<file path="config.mk">
export PLATFORM = sky130hd
export DESIGN_NAME = dct_mac_acc
export DESIGN_NICKNAME = d
export VERILOG_FILES = /design/src/rtl/dct_mac_pkg.sv /design/src/rtl/dct_round_sat.sv /design/src/rtl/dct_mac_acc.sv
export SDC_FILE = /design/constraint.sdc
export NUM_CORES = 1
export LEC_CHECK = 0
export ABC_AREA = 1
export CORE_MARGIN = 5
export CORE_UTILIZATION = 59
export CTS_BUF_LIST = sky130_fd_sc_hd__clkbuf_2 sky130_fd_sc_hd__clkbuf_4 sky130_fd_sc_hd__clkbuf_8
export CTS_CLUSTER_DIAMETER = 200
export DETAILED_ROUTE_END_ITERATION = 8
export GPL_TIMING_DRIVEN = 0
export PLACE_DENSITY = 0.83
export RECOVER_POWER = 25
export SLEW_MARGIN = 0
export SYNTH_ARGS = -nofsm -noshare
export SYNTH_HDL_FRONTEND = slang
export SYNTH_SLANG_ARGS = --single-unit
</file>
<file path="constraint.sdc">
create_clock -name clk -period 2.86 [get_ports clk]
set_clock_uncertainty 0.15 [all_clocks]
set_input_delay 0.286 -clock clk [delete_from_list [all_inputs] [get_ports clk]]
set_output_delay 0.286 -clock clk [all_outputs]
set_load 0.005 [all_outputs]
</file>
<file path="src/rtl/dct_mac_pkg.sv">
// Shared defaults and width helpers for the DCT accumulator slice.
package dct_mac_pkg;

   localparam int PROD_W_DEF     = 24;
   localparam int N_TAPS_DEF     = 8;
   localparam int FRAC_SHIFT_DEF = 13;
   localparam int OUT_W_DEF      = 11;

   // Half an output LSB, added before the arithmetic shift.
   localparam int ROUND_DEF = 1 << (FRAC_SHIFT_DEF - 1);

   // Wide enough that N_TAPS full-scale products never overflow.
   function automatic int acc_width(input int prod_w, input int n_taps);
      return prod_w + $clog2(n_taps);
   endfunction

endpackage

</file>
<file path="src/rtl/dct_round_sat.sv">
// Rounds half toward +inf, drops the fractional bits and reduces to OUT_W.
// Clamping and the sat flag exist only when DCT_MAC_SAT_EN is defined.
module dct_round_sat
   import dct_mac_pkg::*;
#(
   parameter int ACC_W      = acc_width(PROD_W_DEF, N_TAPS_DEF),
   parameter int FRAC_SHIFT = FRAC_SHIFT_DEF,
   parameter int OUT_W      = OUT_W_DEF,
   parameter int ROUND      = ROUND_DEF
) (
   input  logic signed [ACC_W-1:0] sum,
   output logic signed [OUT_W-1:0] r,
   output logic                    sat
);

   // One guard bit so the rounding add cannot overflow at full scale.
   localparam int RW = ACC_W + 1;
   localparam logic signed [RW-1:0] ROUND_C = RW'(ROUND);

   logic signed [RW-1:0] rounded;

   assign rounded = {sum[ACC_W-1], sum} + ROUND_C;

`ifdef DCT_MAC_SAT_EN
   localparam logic signed [RW-1:0] MAX_V = RW'((2 ** (OUT_W - 1)) - 1);
   localparam logic signed [RW-1:0] MIN_V = ~MAX_V;

   logic signed [RW-1:0] shifted;

   assign shifted = rounded >>> FRAC_SHIFT;

   // NOTE: every output of a combinational block is defaulted first, so no
   // path through the if/else can leave a latch behind.
   always_comb begin
      r   = shifted[OUT_W-1:0];
      sat = 1'b0;
      if (shifted > MAX_V) begin
         r   = MAX_V[OUT_W-1:0];
         sat = 1'b1;
      end else if (shifted < MIN_V) begin
         r   = MIN_V[OUT_W-1:0];
         sat = 1'b1;
      end
   end
`else
   assign r   = OUT_W'(rounded >>> FRAC_SHIFT);
   assign sat = 1'b0;
`endif

endmodule

</file>
<file path="src/rtl/dct_mac_acc.sv">
// Sums N_TAPS signed products into one DCT coefficient behind a valid/ready
// output register. Define DCT_MAC_SAT_EN to clamp instead of wrap.
module dct_mac_acc
   import dct_mac_pkg::*;
#(
   parameter int PROD_W     = PROD_W_DEF,
   parameter int N_TAPS     = N_TAPS_DEF,
   parameter int FRAC_SHIFT = FRAC_SHIFT_DEF,
   parameter int OUT_W      = OUT_W_DEF
) (
   input  logic                     clk,
   input  logic                     rst,
   input  logic                     in_valid,
   output logic                     in_ready,
   input  logic signed [PROD_W-1:0] in_prod,
   input  logic                     acc_clr,
   output logic                     coef_valid,
   input  logic                     coef_ready,
   output logic signed [OUT_W-1:0]  coef_data,
   output logic                     coef_sat,
   output logic                     busy
);

   localparam int ACC_W = acc_width(PROD_W, N_TAPS);
   localparam int CNT_W = $clog2(N_TAPS);

   logic [CNT_W-1:0]        cnt;
   logic signed [ACC_W-1:0] acc;
   logic signed [ACC_W-1:0] prod_ext;
   logic signed [ACC_W-1:0] sum;
   logic signed [OUT_W-1:0] r;
   logic                    r_sat;
   logic                    last;
   logic                    accept;
   logic                    fire;

   assign prod_ext = {{(ACC_W - PROD_W){in_prod[PROD_W-1]}}, in_prod};
   assign sum      = acc + prod_ext;
   assign last     = (cnt == CNT_W'(N_TAPS - 1));
   assign busy     = (cnt != '0);

   // Only the final product of a group waits for the output register.
   assign in_ready = !(last && coef_valid && !coef_ready);
   assign accept   = in_valid && in_ready;
   assign fire     = accept && last && !acc_clr;

   dct_round_sat #(
      .ACC_W      (ACC_W),
      .FRAC_SHIFT (FRAC_SHIFT),
      .OUT_W      (OUT_W),
      .ROUND      (2 ** (FRAC_SHIFT - 1))
   ) u_round_sat (
      .sum (sum),
      .r   (r),
      .sat (r_sat)
   );

   // NOTE: state registers use non-blocking assignment so every flop samples
   // the pre-edge values regardless of statement order.
   always_ff @(posedge clk or negedge rst) begin
      if (!rst) begin
         cnt <= '0;
         acc <= '0;
      end else if (acc_clr) begin
         if (accept) begin
            cnt <= CNT_W'(1);
            acc <= prod_ext;
         end else begin
            cnt <= '0;
            acc <= '0;
         end
      end else if (accept) begin
         acc <= (cnt == '0) ? prod_ext : sum;
         cnt <= last ? '0 : cnt + 1'b1;
      end
   end

   // A drain and a reload in the same cycle keep coef_valid high.
   always_ff @(posedge clk or negedge rst) begin
      if (!rst) begin
         coef_valid <= 1'b0;
         coef_data  <= '0;
         coef_sat   <= 1'b0;
      end else if (fire) begin
         coef_valid <= 1'b1;
         coef_data  <= r;
         coef_sat   <= r_sat;
      end else if (coef_valid && coef_ready) begin
         coef_valid <= 1'b0;
      end
   end

endmodule

</file>
==> Word-level counts from Yosys, hierarchy flattened <==
Index checks and enable logic that the tools add are counted.
W data, S select, Z words.
{ "word_totals": {"register_bits": 42, "output_inout_bits": 15} }
{ "classes": {"addsub": 3, "mux": 10, "eq_ne": 1, "reduce_logical": 13} }
{ "op_table": {"columns": ["operator", "n"], "rows": [
  ["$mux W27", 4],
  ["$add A27 B24 Y27", 1],
  ["$add A24 B14 Y24 const B", 1],
  ["$mux W3", 3],
  ["$logic_and A1 B1 Y1", 6],
  ["$reduce_bool A2 Y1", 2],
  ["$add A3 B1 Y3 const B", 1],
  ["$eq A3 B3 Y1 const B", 1],
  ["$logic_not A1 Y1", 3],
  ["$logic_not A3 Y1", 1],
  ["$mux W1", 3],
  ["$reduce_bool A3 Y1", 1]
]} }

==> Depth between registers and ports, before layout <==
{ "depth": {"ltp_word": 8, "mapped_depth": 19} }

==> Modules after synthesis <==
A second synthesis with hierarchy kept.
{ "hier_totals": {"hier_cells": 767, "area_unflattened_um2": 4673.2} }
{ "modules_own_cells": {"columns": ["module", "seq_area_each_um2", "cells_per_inst", "n_inst", "area_per_inst_um2"], "rows": [
  ["dct_mac_acc", 1076.0, 717, 1, 4380.5],
  ["dct_round_sat", 0.0, 50, 1, 292.8]
]} }

==> Worst setup path after synthesis <==
OpenSTA, ideal clock, no wires.
{ "synth_path": {"path_type": "register -> register", "from": "register acc[0]", "to": "register coef_data[9]", "stages_incl_launch_ff": 18, "setup_time_ps": 117, "t_arrival_ps": 2210, "n_path_buf": 0, "path_slack_ps": 384, "cell_sequence": "dfrtp_1 ha_1 fa_1 nand2_1 nand2_1 nand3_1 nand2_2 nand2_1 nand3_1 nand2_1 ha_1 nand3_4 nor2_4 nand2_1 nand2_1 nand2_1 nand2_1 nand2_1"} }
{ "synth_between": {"elab_chain_cells": 2} }
{ "synth_rtl": {"columns": ["element", "line_no", "rtl"], "rows": [
  ["from (decl)", "dct_mac_acc.sv:28", "logic signed [ACC_W-1:0] acc;"],
  ["from (signal assigned)", "dct_mac_acc.sv:67", "acc <= prod_ext;"],
  ["from (signal assigned)", "dct_mac_acc.sv:73", "acc <= (cnt == '0) ? prod_ext : sum;"],
  ["$add A27 B24 Y27", "dct_mac_acc.sv:38", "assign sum = acc + prod_ext;"],
  ["$add A24 B14 Y24", "dct_round_sat.sv:22", "assign rounded = {sum[ACC_W-1], sum} + ROUND_C;"],
  ["to (signal assigned)", "dct_mac_acc.sv:86", "coef_data <= r;"],
  ["to (decl)", "dct_mac_acc.sv:19", "output logic signed [OUT_W-1:0] coef_data,"]
]} }
No other way between the ends.
A chain may end at the register's enable or synchronous reset.

==> Worst setup path after layout <==
{ "layout_path": {"from": "input in_prod[0]", "to": "register coef_data[10]"} }
{ "layout_between": {"elab_chain_cells": 2} }
{ "layout_rtl": {"columns": ["element", "line_no", "rtl"], "rows": [
  ["from (decl)", "dct_mac_acc.sv:15", "input logic signed [PROD_W-1:0] in_prod,"],
  ["$add A27 B24 Y27", "dct_mac_acc.sv:38", null],
  ["$add A24 B14 Y24", "dct_round_sat.sv:22", null]
]} }
No other way between the ends.

==> flow_metrics.py <==
metrics = {
    "drt": {
        "dr_wl_met3_um": 807,
        "via_per_inst": 5.597,
        "initialDrtViolationCount": 288,
        "met2_wirelength_um": 5382,
        "wl_per_cell_um": 15.19,
        "drc": 0,
        "ant_nets": 0,
        "vias": 4304,
        "first_pass_iters": 5,
        "wl_met1_um": 5217,
        "route.final.wire_length_um": 11680,
        "highest_layer": "met4",
    },
    "synthesis": {
        "yosysTopAreaCell": "dfrtp_1",
        "synth_area_leaders": "dfrtp_1 25%, nand2_1 21%, ha_1 8.5%, inv_1 7.5%, nand3_1 5.3%",
        "avgSynthCellArea_um2": 6.256,
        "synth_top_area_share_pct": 24.57,
        "synth_nets": 692,
        "synth_edf_count": 0,
        "yosysUniqueCellTypes": 38,
        "seq_area_frac_synth_pct": 24.57,
        "async_flop_share_pct": 100.0,
        "ys_seq_elements": 39,
        "synthCells": 635,
        "syn-cell-area_um2": 3973,
        "yosysWarnings": 0,
        "synth-main-ff-cell": "dfrtp_1",
    },
    "final_layout": {
        "seqCellArea_um2": 975.9,
        "stdcell_count": 769,
        "synthToLayoutAreaGrowth_pct": 18.58,
        "fillerInstances": 593,
        "nets": 745,
        "layout-drive-gt1-share_pct": 12.48,
        "fin_area_um2": 4711,
        "diodes": 0,
        "multi_input_area_um2": 2705,
        "finish.utilization_pct": 70.51,
    },
    "sta": {
        "hold_violations": 0,
        "fin_crit_sh_pct": 96.32,
        "rsz0062_at_grt": "true",
        "relSlewSlack_pct": 17.28,
        "slew_viol_final": 0,
        "setup_violations": 0,
        "worstMarginPinSlew_ns": 1.239,
        "min_period_ns": 2.755,
        "fmax_ghz": 0.3630,
    },
    "floorplanning": {
        "dieArea_um2": 8474,
        "die-height_um": 92.06,
        "die_x_um": 92.06,
        "io_pins": 44,
        "core_region_area_um2": 6681,
        "start_util_pct": 59.46,
        "std_cell_rows": 30,
    },
    "critical_path": {
        "slowest_delay_ns": 0.43,
        "crit_required_ns": 2.91,
        "critPathLaunch": "in_prod[0]",
        "r2r_setup_slack_ns": 0.15,
        "crit_slowest_cell": "clkdlybuf4s50_1",
        "critPathArrivalTime_ns": 2.80,
        "crit_end": "coef_data[10]$_DFFE_PN0P_",
        "r2r_cells": 15,
        "crit_type": "in -> reg",
        "r2r-start": "acc[0]$_DFFE_PN0P_",
        "worstPathCellList": "clkdlybuf4s50_1 -> ha_2 -> fa_1 -> nand2_1 -> nand2_1 -> and2_1 -> nand2_1 -> nand3_1 -> nand2_1 -> nand2_1 -> nor2_1 -> nand3_2 -> nor2_2 -> nand3_1 -> nand3_1 -> nand2_1",
        "cp-end-kind": "flop",
        "critPathMaxFanout": 3,
        "reg2reg_to": "coef_data[10]$_DFFE_PN0P_",
        "crit_path_start_kind": "input pin",
        "cpMostUsedCell": "nand2_1",
    },
    "clocking": {
        "clock-sinks": 39,
        "clk_latency_ns": 0.31,
        "tritoncts": "built",
        "numCtsBuffers": 5,
        "htreeDepth": 2,
        "root_buffer": "clkbuf_8",
        "clk_pin_slew_ns": 0.09,
        "cts_buffer_depth": 2,
    },
    "place": {
        "io_buffer_count": 42,
        "gp_congestion": 0.9500,
        "hpwl_um": 9201,
        "placed_cells": 758,
        "place_area_um2": 4508,
    },
    "flow_run": {
        "cap_violations": 0,
    },
    "grt": {
        "grt_pass1_vias": 4122,
        "grt_usage_pct": 28.16,
        "grt_overflow": 0,
        "antenna_found_initial": 0,
        "grt_max_degree": 26,
        "grt_first_pass_wirelength_um": 19270,
    },
    "power": {
        "ir_worst_vdd_mv": 0.3165,
        "power.density_nw_per_um2": 592.3,
        "p_leak_uw": 0.002416,
    },
    "worst_hold_path": {
        "hp-class": "reg -> reg",
    },
    "run_status": {
        "status": "completed",
    },
}
power by group:
part	total [uW]	internal, uW	switching, uW
clock network	413	181	233
logic	1680	603	1080
registers	696	639	56.9
total	2790	1420	1370
stage by stage:
| step | setup TNS [ns] | setup slack [ns] | hold slack (ns) | total power, uW |
|---|---|---|---|---|
| after floorplan | 0 | 0.3835 | -0.1596 | 1843 |
| after global placement | -2.152 | -0.3554 | 0.3096 | 2212 |
| after detailed placement | -2.865 | -0.4576 | 0.08478 | 2255 |
| after CTS | 0 | 0.05080 | 0.2912 | 2692 |
| after global routing | -0.01689 | -0.009086 | 0.3582 | 3014 |
| final | 0 | 0.1051 | 0.3371 | 2790 |
cells in the final DEF (no fill, tap or decap), types with 2 or more instances in the layout:
master | synthesis | routed
xnor2_1 | 2 | 2
nand3_4 | 2 | 2
ha_4 | 0 | 4
nor2_4 | 5 | 6
clkbuf_1 | 11 | 11
nand2_1 | 217 | 214
nand4_1 | 7 | 7
nand3_2 | 6 | 8
o21ai_0 | 16 | 16
ha_1 | 27 | 21
nand3_1 | 42 | 40
nor2_1 | 51 | 49
inv_2 | 9 | 9
clkdlybuf4s50_1 | 0 | 41
a31oi_1 | 20 | 20
xor2_1 | 9 | 9
a41oi_1 | 2 | 2
o21ai_1 | 3 | 3
nand2_2 | 24 | 25
nor2_2 | 9 | 10
nor3_1 | 3 | 3
a21oi_2 | 1 | 2
a21oi_1 | 35 | 34
o31ai_1 | 2 | 2
buf_4 | 1 | 3
dfrtp_1 | 39 | 39
inv_1 | 79 | 79
ha_2 | 0 | 2
nand2_4 | 1 | 3
clkbuf_8 | 0 | 5
cells in the mapped netlist, drive strengths merged, types with 2 or more instances:
library cell    n
nand3          50
buf             2
dfrtp          39
clkbuf         11
nand2         242
a41oi           2
nor3            3
xor2            9
nand4           7
nand3b          2
a21oi          36
nor2           65
ha             27
o21ai          19
o31ai           2
xnor2           2
inv            88
a31oi          20
worst min path at each step:
stage                             startpoint                       end  slack, ns  cells past startpoint
floorplan                                rst        acc[0]$_DFFE_PN0P_      -0.16                      0
global placement    coef_data[0]$_DFFE_PN0P_  coef_data[0]$_DFFE_PN0P_       0.31                      2
detailed placement                       rst       acc[12]$_DFFE_PN0P_       0.08                      1
CTS                                      rst       acc[12]$_DFFE_PN0P_       0.29                      2
global route        coef_data[9]$_DFFE_PN0P_  coef_data[9]$_DFFE_PN0P_       0.36                      2
finish              coef_data[1]$_DFFE_PN0P_  coef_data[1]$_DFFE_PN0P_       0.34                      2
final cells by class:
| cell class | count | area share (%) |
|---|---|---|
| plain buffers | 13 | 1.169 |
| clock inverters | 2 | 0.2656 |
| repair buffers | 46 | 9.588 |
| well taps | 80 | 2.125 |
| multi-input cells | 494 | 57.42 |
| clock buffers | 6 | 1.620 |
| inverters | 89 | 7.092 |
| flip-flops and latches | 39 | 20.72 |
state kept, by name (all words and copies together), names as in the netlist:
register    flops
coef_data      11
coef_valid      1
acc            24
cnt             3
worst max-delay path: cells and delay by family:
kind,cells,cell delay (ns)
buffers and inverters,1,0.43
adders and majority gates,2,0.63
and+or+nand+nor,13,1.47
timing repair:
item,4_1_cts,5_1_grt
endpoints found under the setup margin,4,18
cloned,0,0
endpoints found under the hold margin,14,0
pin swaps,0,3
gates resized for setup,3,20
setup buffers,0,2
hold buffers,1,0
cell families after synthesis:
family / share of synthesized area [%]
buffers and inverters: 9.763
and+or+nand+nor: 42.61
DFF: 24.57
xor gates and xnor gates: 2.425
AOI/OAI and AO/OA: 11.53
adders and majority gates: 9.008
other: 0.09440
metal layers:
layer  vias up  track usage [%]
met5         -                0
met4         0            7.797
met3        26            3.938
met2       168            47.69
met1      1973            37.43
li1       2137                -
No activity file was read; power rests on OpenSTA's default activity.
